`src/rtl/spi_pkg.sv`:
```
// Shared definitions for the SPI memory sequencer: state encoding, default widths, command bit layout.
// Latency: n/a (package only).
// Backpressure: n/a (package only).
package spi_pkg;

  localparam int ADDR_W_DEF = 7;
  localparam int DATA_W_DEF = 8;
  // Position of the R/W flag inside the command byte (1 = read).
  localparam int RW_BIT     = 0;

  // Encoding is fixed because state is exported to LEDs.
  typedef enum logic [3:0] {
    IDLE      = 4'd0,
    CMD       = 4'd1,
    LATCH     = 4'd2,
    RD_WAIT   = 4'd3,
    RD_LOAD   = 4'd4,
    RD_SHIFT  = 4'd5,
    WR_SHIFT  = 4'd6,
    WR_COMMIT = 4'd7,
    DONE      = 4'd8
  } state_e;

endpackage

```
`src/rtl/spi_bit_counter.sv`:
```
// 3-bit SPI bit counter; wrap_o flags the increment that completes a byte (7 -> 0).
// Latency: count updates on the clk after en_i; wrap_o is combinational from en_i and the count.
// Backpressure: none; clr_i has priority over en_i.
// Ports: clk_i/rst_ni clock and async active-low reset, clr_i synchronous clear,
//        en_i count enable (one per SCLK rise), wrap_o byte-boundary pulse.
module spi_bit_counter (
  input  logic clk_i,
  input  logic rst_ni,
  input  logic clr_i,
  input  logic en_i,
  output logic wrap_o
);

  logic [2:0] cnt_q, cnt_d;

  always_comb begin
    cnt_d = cnt_q;
    if (clr_i) begin
      cnt_d = 3'd0;
    end else if (en_i) begin
      cnt_d = cnt_q + 3'd1;
    end
  end

  always_ff @(posedge clk_i or negedge rst_ni) begin
    if (!rst_ni) begin
      cnt_q <= 3'd0;
    end else begin
      cnt_q <= cnt_d;
    end
  end

  assign wrap_o = en_i && !clr_i && (cnt_q == 3'd7);

endmodule

```
`src/rtl/spi_mem_sequencer.sv`:
```
// SPI memory transaction sequencer: decodes the command byte, owns the address, strobes SR load / mem write.
// Latency: addr valid 1 clk after LATCH, sr_we 2 clk after LATCH, dm_we 1 clk after the 8th data SCLK rise.
// Backpressure: none; cs high aborts any transaction on the next clk and wins over a coincident sclk_rise.
// Ports: clk/reset_n clock and async active-low reset; cs, sclk_rise, sclk_fall, sr_pdata from the
//        SPI front end; addr, sr_we, dm_we, miso_buf, busy, state registered control outputs.
// Option: define SPI_SEQ_AUTOINC_EN for burst mode (address auto-increments, wraps at the top).
module spi_mem_sequencer
  import spi_pkg::*;
#(
  parameter int ADDR_W = ADDR_W_DEF,
  parameter int DATA_W = DATA_W_DEF
) (
  input  logic              clk,
  input  logic              reset_n,
  input  logic              cs,
  input  logic              sclk_rise,
  input  logic              sclk_fall,
  input  logic [DATA_W-1:0] sr_pdata,
  output logic [ADDR_W-1:0] addr,
  output logic              sr_we,
  output logic              dm_we,
  output logic              miso_buf,
  output logic              busy,
  output logic [3:0]        state
);

  state_e            state_q;
  logic [ADDR_W-1:0] addr_q;
  logic              rw_q;
  logic              sr_we_q;
  logic              dm_we_q;
  logic              miso_buf_q;
  logic              busy_q;

  logic cnt_clr;
  logic cnt_en;
  logic byte_done;

  // Counter is held clear while idle or while the master has deselected us.
  assign cnt_clr = cs || (state_q == IDLE);
  assign cnt_en  = sclk_rise &&
                   ((state_q == CMD) || (state_q == RD_SHIFT) || (state_q == WR_SHIFT));

  spi_bit_counter u_bit_counter (
    .clk_i  (clk),
    .rst_ni (reset_n),
    .clr_i  (cnt_clr),
    .en_i   (cnt_en),
    .wrap_o (byte_done)
  );

  always_ff @(posedge clk or negedge reset_n) begin
    if (!reset_n) begin
      state_q    <= IDLE;
      addr_q     <= '0;
      rw_q       <= 1'b0;
      sr_we_q    <= 1'b0;
      dm_we_q    <= 1'b0;
      miso_buf_q <= 1'b0;
      busy_q     <= 1'b0;
    end else begin
      sr_we_q <= 1'b0;
      dm_we_q <= 1'b0;
      busy_q  <= 1'b1;
      if (cs) begin
        // Abort: checked first so a partial or just-completed write byte is never committed.
        state_q    <= IDLE;
        miso_buf_q <= 1'b0;
        busy_q     <= 1'b0;
      end else begin
        case (state_q)
          IDLE:    state_q <= CMD;
          CMD:     if (byte_done) state_q <= LATCH;
          LATCH: begin
            addr_q  <= sr_pdata[ADDR_W:1];
            rw_q    <= sr_pdata[RW_BIT];
            state_q <= sr_pdata[RW_BIT] ? RD_WAIT : WR_SHIFT;
          end
          RD_WAIT: begin
            // Memory read data is ready next clk; load the SR and start driving MISO then.
            state_q    <= RD_LOAD;
            sr_we_q    <= 1'b1;
            miso_buf_q <= 1'b1;
          end
          RD_LOAD: state_q <= RD_SHIFT;
          RD_SHIFT: begin
            if (byte_done) begin
`ifdef SPI_SEQ_AUTOINC_EN
              addr_q  <= addr_q + 1'b1;
              state_q <= RD_WAIT;
`else
              state_q <= DONE;
`endif
            end
          end
          WR_SHIFT: begin
            if (byte_done) begin
              state_q <= WR_COMMIT;
              dm_we_q <= 1'b1;
            end
          end
          WR_COMMIT: begin
`ifdef SPI_SEQ_AUTOINC_EN
            addr_q  <= addr_q + 1'b1;
            state_q <= WR_SHIFT;
`else
            state_q <= DONE;
`endif
          end
          DONE: begin
            // Last read bit stays on MISO until the master's following falling edge.
            if (sclk_fall && rw_q) miso_buf_q <= 1'b0;
          end
          default: state_q <= IDLE;
        endcase
      end
    end
  end

  assign addr     = addr_q;
  assign sr_we    = sr_we_q;
  assign dm_we    = dm_we_q;
  assign miso_buf = miso_buf_q;
  assign busy     = busy_q;
  assign state    = state_q;

endmodule
```
`config.mk`:
```
export PLATFORM = sky130hd
export DESIGN_NAME = spi_mem_sequencer
export DESIGN_NICKNAME = d
export VERILOG_FILES = /design/src/rtl/spi_pkg.sv /design/src/rtl/spi_bit_counter.sv /design/src/rtl/spi_mem_sequencer.sv
export SDC_FILE = /design/constraint.sdc
export NUM_CORES = 1
export LEC_CHECK = 0
export CAP_MARGIN = 30
export CORE_MARGIN = 2
export CORE_UTILIZATION = 45
export DETAILED_ROUTE_END_ITERATION = 10
export GPL_TIMING_DRIVEN = 0
export PLACE_DENSITY = 0.84
export SYNTH_ARGS = -nofsm -noshare
export SYNTH_HDL_FRONTEND = slang
export SYNTH_SLANG_ARGS = --single-unit
```
`constraint.sdc`:
```
create_clock -name clk -period 3.15 [get_ports clk]
set_input_delay 0.4725 -clock clk [delete_from_list [all_inputs] [get_ports clk]]
set_output_delay 0.4725 -clock clk [all_outputs]
set_load 0.02 [all_outputs]
```
==> impl_metrics.tcl, run 1 <==
set metrics [dict create \
    outcome "complete, no violations" \
    cts_made_buffers 3 \
    ys_async_sr_fraction 1.00 \
    placementRows 16 \
    routed_via_density 5.25 \
    p_total_mw 0.444 \
    finalSetupViolCount 0 \
    holdWs_ns 0.483 \
    synth_cells 76 \
    dr.first_iter.drc_count 15 \
    crit_family "buffers and inverters" \
    critPathSlowestCell "clkdlybuf4s50_1" \
    portBuffers 26 \
    hold_buffers 0 \
    clk_pin_slew_ns 0.11 \
    htree_levels 1 \
    p_switching_mw 0.105 \
    fmax_mhz 573 \
    synth-main-ff-cell "dfrtp_1" \
    routed_wl_um 1750 \
    clock_power_share 0.266 \
    cp-end-kind "output port" \
    cp_max_fo 3 \
    synth_top_cell_by_area "dfrtp_1" \
    drtPass1Iterations 4 \
    cts_buffer_depth 2 \
    path_class "reg2out" \
    rsz0062_at_grt "no" \
    antenna_found_initial 0 \
    fillCellCount 165 \
    slew_viol_final 0 \
    cts_tree "yes" \
    gr-total-overflow 0 \
    ys_warn_count 0 \
    clockRootBuffer "clkbuf_4" \
    crit_arrival_ns 1.27 \
    max_slew.worst_pin.slew_ns 0.814 \
    grt_pass1_wl_um 3040 \
    hold_violations 0 \
    fp.dieW_um 48.5 \
    worst_slew_margin_rel 0.456 \
    gp_congestion 0.861 \
    drtAntennaViolNets 0 \
    crit_path_max_incr_delay_ns 0.61 \
    ys_seq_area_frac 0.534 \
    start_util 0.463 \
    power_density_mw_per_mm2 367 \
    p_comb_frac 0.152 \
    die_y_um 48.5 \
    synth_seq_cells 19 \
    cp-start-kind "flop" \
    cts_resized 0 \
    synth_edf_count 0 \
    yosysUniqueCellTypes 28 \
    track_usage 0.157 \
    coreArea_mm2 0.00192 \
    avgSynthCellArea_um2 11.7 \
    finalCriticalPeriod_ns 1.75 \
    antennaDiodeCount 0 \
    syn_nets 91 \
    drive_gt1_frac 0.160 \
    num_vias 698 \
    vdd_ir_drop_max_mv 0.277 \
    wire_per_inst_um 13.2 \
    crit_required_ns 2.68 \
    stdcell_count 133 \
    grt_pass1_vias 739 \
    skew_ns 0.00518 \
    cts.sinks 19 \
    drt_drc_violations_left 0 \
    cts_setup_buffers 0 \
    area_delta_synth_final_pct 36.0 \
    post-place-cells 129 \
    netlist.area_leader.share 0.534 \
    internal-power_mw 0.339 \
    total_leakage_power_nw 0.511 \
    cp_cell_sequence "clkdlybuf4s50_1" \
    dpl.hpwl_um 1330 \
    grt_max_degree 20 \
    die_area_mm2 0.00235 \
    post-route-period-util 0.554 \
    netSwitchingFraction 0.237 \
    ios 28 \
    seqPwrFrac 0.582 \
    nNetsFinal 122 \
    path_buf_inv 1 \
    worstSkewPairLatency_ns 0.28 \
    tns_ns 0 \
    syn-cell-area_um2 890 \
    hold_class "in2reg" \
    synth_area_leaders "dfrtp_1, mux2_2, inv_1" \
    drv_cap 0 \
]
-- power groups by stage --
stage                     Sequential [mW]  Clock (mW)  Combinational (mW)
after global placement              0.263           0              0.0661
after global routing                0.260       0.140              0.0724
final                               0.258       0.118              0.0674
after CTS                           0.258       0.122              0.0681
after detailed placement            0.263           0              0.0679
after floorplan                     0.273           0              0.0182
-- registers in the layout (all words and copies together), names as in the netlist --
register / count
addr: 7
busy: 1
dm_we: 1
miso_buf: 1
rw_q: 1
sr_we: 1
state: 4
u_bit_counter.cnt_q: 3
-- worst paths after layout --
path	start	end	slack, ns	depth (start not counted)
max	state[1]	state[1]	1.40	1
min	cs	state[3]	0.48	2
max reg2reg	state[3]	addr[0]	1.55	3
min reg2reg	rw_q	rw_q	0.51	1
max in group asynchronous	reset_n	addr[1]	2.00	1
min in group asynchronous	reset_n	u_bit_counter.cnt_q[1]	0.65	1
-- area by class of cell --
class	count	area (µm²)	share of cell area
multi-input cells	44	348	0.287
repair buffers	26	260	0.215
clock buffers	4	26.3	0.0217
inverters	8	30.0	0.0248
well taps	27	33.8	0.0279
flip-flops and latches	19	475	0.393
plain buffers	5	36.3	0.0300
-- layout by cell type, fill, tap and decap left out --
| cell type | n |
|---|---|
| a211o_1 | 1 |
| a21boi_0 | 2 |
| a21oi_1 | 3 |
| a31oi_1 | 3 |
| and4_1 | 2 |
| buf_2 | 2 |
| buf_4 | 2 |
| buf_6 | 1 |
| clkbuf_1 | 1 |
| clkbuf_4 | 3 |
| clkdlybuf4s50_1 | 26 |
| dfrtp_1 | 19 |
| ha_1 | 2 |
| inv_1 | 8 |
| mux2_2 | 8 |
| nand2_1 | 3 |
| nand2b_1 | 2 |
| nand3_1 | 1 |
| nand3b_1 | 1 |
| nand4b_1 | 1 |
| nor2_1 | 2 |
| nor3_1 | 2 |
| nor4_4 | 1 |
| nor4b_1 | 1 |
| o211ai_1 | 1 |
| o21a_1 | 1 |
| o21ai_0 | 1 |
| o22ai_1 | 1 |
| o32ai_1 | 2 |
| or3_1 | 1 |
| or4_1 | 2 |
-- Yosys cell counts, types with 2 or more instances --
cell,n
nor2_1,2
nand2b_1,2
or4_1,2
a21boi_0,2
a21oi_1,3
a31oi_1,3
ha_1,2
and4_1,2
nand2_1,3
buf_4,2
inv_1,8
nor3_1,2
dfrtp_1,19
buf_2,2
o32ai_1,2
mux2_2,8
-- metrics by stage --
step,area (µm²),util,worst slack [ns]
final,1210,0.630,1.40
after CTS,1210,0.630,1.39
after global placement,1180,0.616,1.35
after detailed placement,1180,0.616,1.30
after global routing,1210,0.630,1.34
after floorplan,890,-,1.58
-- logic make-up after synthesis --
| group | share of synthesized area |
|---|---|
| simple gates | 0.148 |
| flops | 0.534 |
| fa+ha+maj | 0.0281 |
| compound gates | 0.114 |
| mux | 0.101 |
| buf+inv | 0.0745 |
-- metal layers --
layer / up-vias / part of all wire / GRT usage
met5: - / 0 / 0
met4: 0 / 0.0074 / 0.0619
met3: 2 / 0.027 / 0.0185
met2: 17 / 0.53 / 0.292
met1: 349 / 0.43 / 0.184
li1: 330 / - / -
Note: power is estimated with default switching activity, not from simulation.
==> run 2: changes to the inputs <==
--- a/config.mk
+++ b/config.mk
@@ -7,10 +7,10 @@
 export LEC_CHECK = 0
 export CAP_MARGIN = 30
 export CORE_MARGIN = 2
-export CORE_UTILIZATION = 45
+export CORE_UTILIZATION = 40
 export DETAILED_ROUTE_END_ITERATION = 10
 export GPL_TIMING_DRIVEN = 0
-export PLACE_DENSITY = 0.84
+export PLACE_DENSITY = 0.79
 export SYNTH_ARGS = -nofsm -noshare
 export SYNTH_HDL_FRONTEND = slang
 export SYNTH_SLANG_ARGS = --single-unit
==> constraint.sdc (replaced) <==
create_clock -name clk -period 1.45 [get_ports clk]
set_input_delay 0.2175 -clock clk [delete_from_list [all_inputs] [get_ports clk]]
set_output_delay 0.2175 -clock clk [all_outputs]
set_load 0.02 [all_outputs]
==> run 2 against run 1 <==
  * Highest routed layer unchanged
  * Largest cell class unchanged
  * The run now ends with negative setup slack left
  * Setup slack worse by 1.4 ns
  * Largest power group unchanged
  * Die area is 11% higher
  * First-iteration DRC count is 6.7% higher
==> impl_metrics.tcl, run 2 (synthesized netlist as in run 1, its figures left out) <==
set metrics [dict create \
    outcome "finished, violations left" \
    violations "negative setup slack" \
    gr-total-overflow 0 \
    finalSetupViolCount 2 \
    critPathSlowestCell "dfrtp_2" \
    vdd_ir_drop_max_mv 0.456 \
    num_vias 727 \
    start_util 0.414 \
    placementRows 17 \
    max_slew.worst_pin.slew_ns 0.829 \
    tns_ns -0.0165 \
    cts.sinks 19 \
    antennaDiodeCount 0 \
    gp_congestion 0.861 \
    cts_tree "yes" \
    post-place-cells 130 \
    wire_per_inst_um 14.4 \
    drt_drc_violations_left 0 \
    cts_buffer_depth 2 \
    grt_max_degree 20 \
    layout_common_cells "dfrtp_1, dlygate4sd2_1, clkdlybuf4s50_1" \
    routed_via_density 5.23 \
    mostFrequentLayoutCell "dfrtp_1" \
    total_leakage_power_nw 0.610 \
    holdWs_ns 0.171 \
    dpl.hpwl_um 1340 \
    timing.final.ws_setup_ns -0.0133 \
    fp.dieW_um 51.2 \
    nNetsFinal 127 \
    crit_path_max_incr_delay_ns 0.50 \
    fmax_mhz 683 \
    slew_viol_final 0 \
    hold_class "in2reg" \
    grt_pass1_vias 771 \
    drtPass1Iterations 4 \
    largest_reg_flops 7 \
    die_y_um 51.2 \
    rsz0062_at_grt "yes" \
    post-route-period-util 1.01 \
    skew_ns 0.00698 \
    ios 28 \
    path_class "reg2reg" \
    die_area_mm2 0.00262 \
    p_total_mw 0.985 \
    htree_levels 1 \
    grt_pass1_wl_um 3440 \
    clk_pin_slew_ns 0.11 \
    drtAntennaViolNets 0 \
    coreArea_mm2 0.00215 \
    worst_slew_margin_rel 0.446 \
    antenna_found_initial 0 \
    cp_cell_sequence "nor4_4, buf_6, mux2_4" \
    crit_arrival_ns 1.66 \
    drive_gt1_frac 0.270 \
    hold_violations 0 \
    dr.first_iter.drc_count 16 \
    routed_wl_um 2000 \
    finalCriticalPeriod_ns 1.46 \
    stdcell_count 139 \
    cp_max_fo 9 \
    power_density_mw_per_mm2 759 \
    cts_made_buffers 3 \
    track_usage 0.180 \
    worstSkewPairLatency_ns 0.31 \
    crit_required_ns 1.65 \
    drv_cap 0 \
    area_delta_synth_final_pct 45.9 \
    cp-start-kind "flop" \
    cp-end-kind "flop" \
    clockRootBuffer "clkbuf_4" \
    pre_cts_ws_ns -0.225 \
    portBuffers 26 \
]
-- run 2: changes by cell type in the layout (fill, tap and decap cells not counted), moves of 2 or more --
cell             change
clkdlybuf4s50_1     -15
dlygate4sd2_1       +14
mux2_2               -8
mux2_4               +8
buf_4                +5
dfrtp_1              -2
dfrtp_2              +2
ha_1                 -2
-- run 2: worst paths after layout --
| check | slack, ns | to | cells past startpoint | from |
|---|---|---|---|---|
| min in group asynchronous | 0.38 | addr[6] | 1 | reset_n |
| max | -0.01 | rw_q | 3 | state[3] |
| min reg2reg | 0.52 | addr[4] | 1 | addr[4] |
| max in group asynchronous | 0.51 | state[2] | 1 | reset_n |
| min | 0.17 | state[3] | 2 | cs |
| max reg2reg | -0.01 | rw_q | 3 | state[3] |
-- run 2: worst max-delay path, delay by kind of cell (launching register included) --
family,cells,cell delay (ns)
simple gates,1,0.33
mux,1,0.32
buf+inv,1,0.21
flops,1,0.50
-- run 2: repair_timing --
action / 4_1_cts / 5_1_grt
setup endpoints to repair: 24 / 14
hold buffers: 0 / 0
hold endpoints to repair: 0 / 0
pin swaps: 2 / 2
gates resized for setup: 26 / 5
buffers inserted: 5 / 2
-- run 2: metrics by stage --
stage / utilization / instance area [µm²]
2_1_floorplan: - / 900
3_3_place_gp: 0.556 / 1190
3_5_place_dp: 0.556 / 1190
4_1_cts: 0.599 / 1290
5_1_grt: 0.604 / 1300
6_report: 0.604 / 1300
-- run 2: power breakdown --
group	total, mW	switching, mW	internal, mW
logic	0.151	0.0712	0.0795
clock network	0.273	0.169	0.103
registers	0.562	0.0110	0.551
total	0.985	0.252	0.733
-- run 2: layout make-up --
class	instances	area (µm²)
Fill cell	195	851
Sequential cell	19	478
Multi-Input combinational cell	44	405
Timing Repair Buffer	33	302
Tap cell	28	35.0
Inverter	8	30.0
Clock buffer	3	22.5
Buffer	3	20.0
Clock inverter	1	5.00
-- run 2: metal layers --
metal / global-route usage / wire length (µm)
met2: 0.294 / 1000
met5: 0 / 0
met4: 0.0991 / 55
met1: 0.225 / 838
met3: 0.0322 / 105
==> run 3: changes to the inputs <==
--- a/config.mk
+++ b/config.mk
@@ -7,10 +7,10 @@
 export LEC_CHECK = 0
 export CAP_MARGIN = 30
 export CORE_MARGIN = 2
-export CORE_UTILIZATION = 40
+export CORE_UTILIZATION = 45
 export DETAILED_ROUTE_END_ITERATION = 10
 export GPL_TIMING_DRIVEN = 0
-export PLACE_DENSITY = 0.79
+export PLACE_DENSITY = 0.84
 export SYNTH_ARGS = -nofsm -noshare
 export SYNTH_HDL_FRONTEND = slang
 export SYNTH_SLANG_ARGS = --single-unit
==> constraint.sdc (replaced) <==
create_clock -name clk -period 1.7 [get_ports clk]
set_input_delay 0.255 -clock clk [delete_from_list [all_inputs] [get_ports clk]]
set_output_delay 0.255 -clock clk [all_outputs]
set_load 0.02 [all_outputs]
==> results of run 3 <==
Same layout as run 1 (identical final DEF). Status: complete, no violations.
Among the figures that moved: setup slack after placement 1.30 ns -> 0.0646 ns; clock-pin slew on the worst setup and hold paths 0.11 ns -> 0.10 ns; setup slack after layout 1.40 ns -> 0.0988 ns; hold slack 0.483 ns -> 0.265 ns; start point of the critical path state[1] -> state[3]; end point of the critical path state[1] -> addr[0]; register-to-register setup slack 1.55 ns -> 0.1 ns; total power 0.444 mW -> 0.823 mW; worst IR drop on VDD 0.277 mV -> 0.514 mV
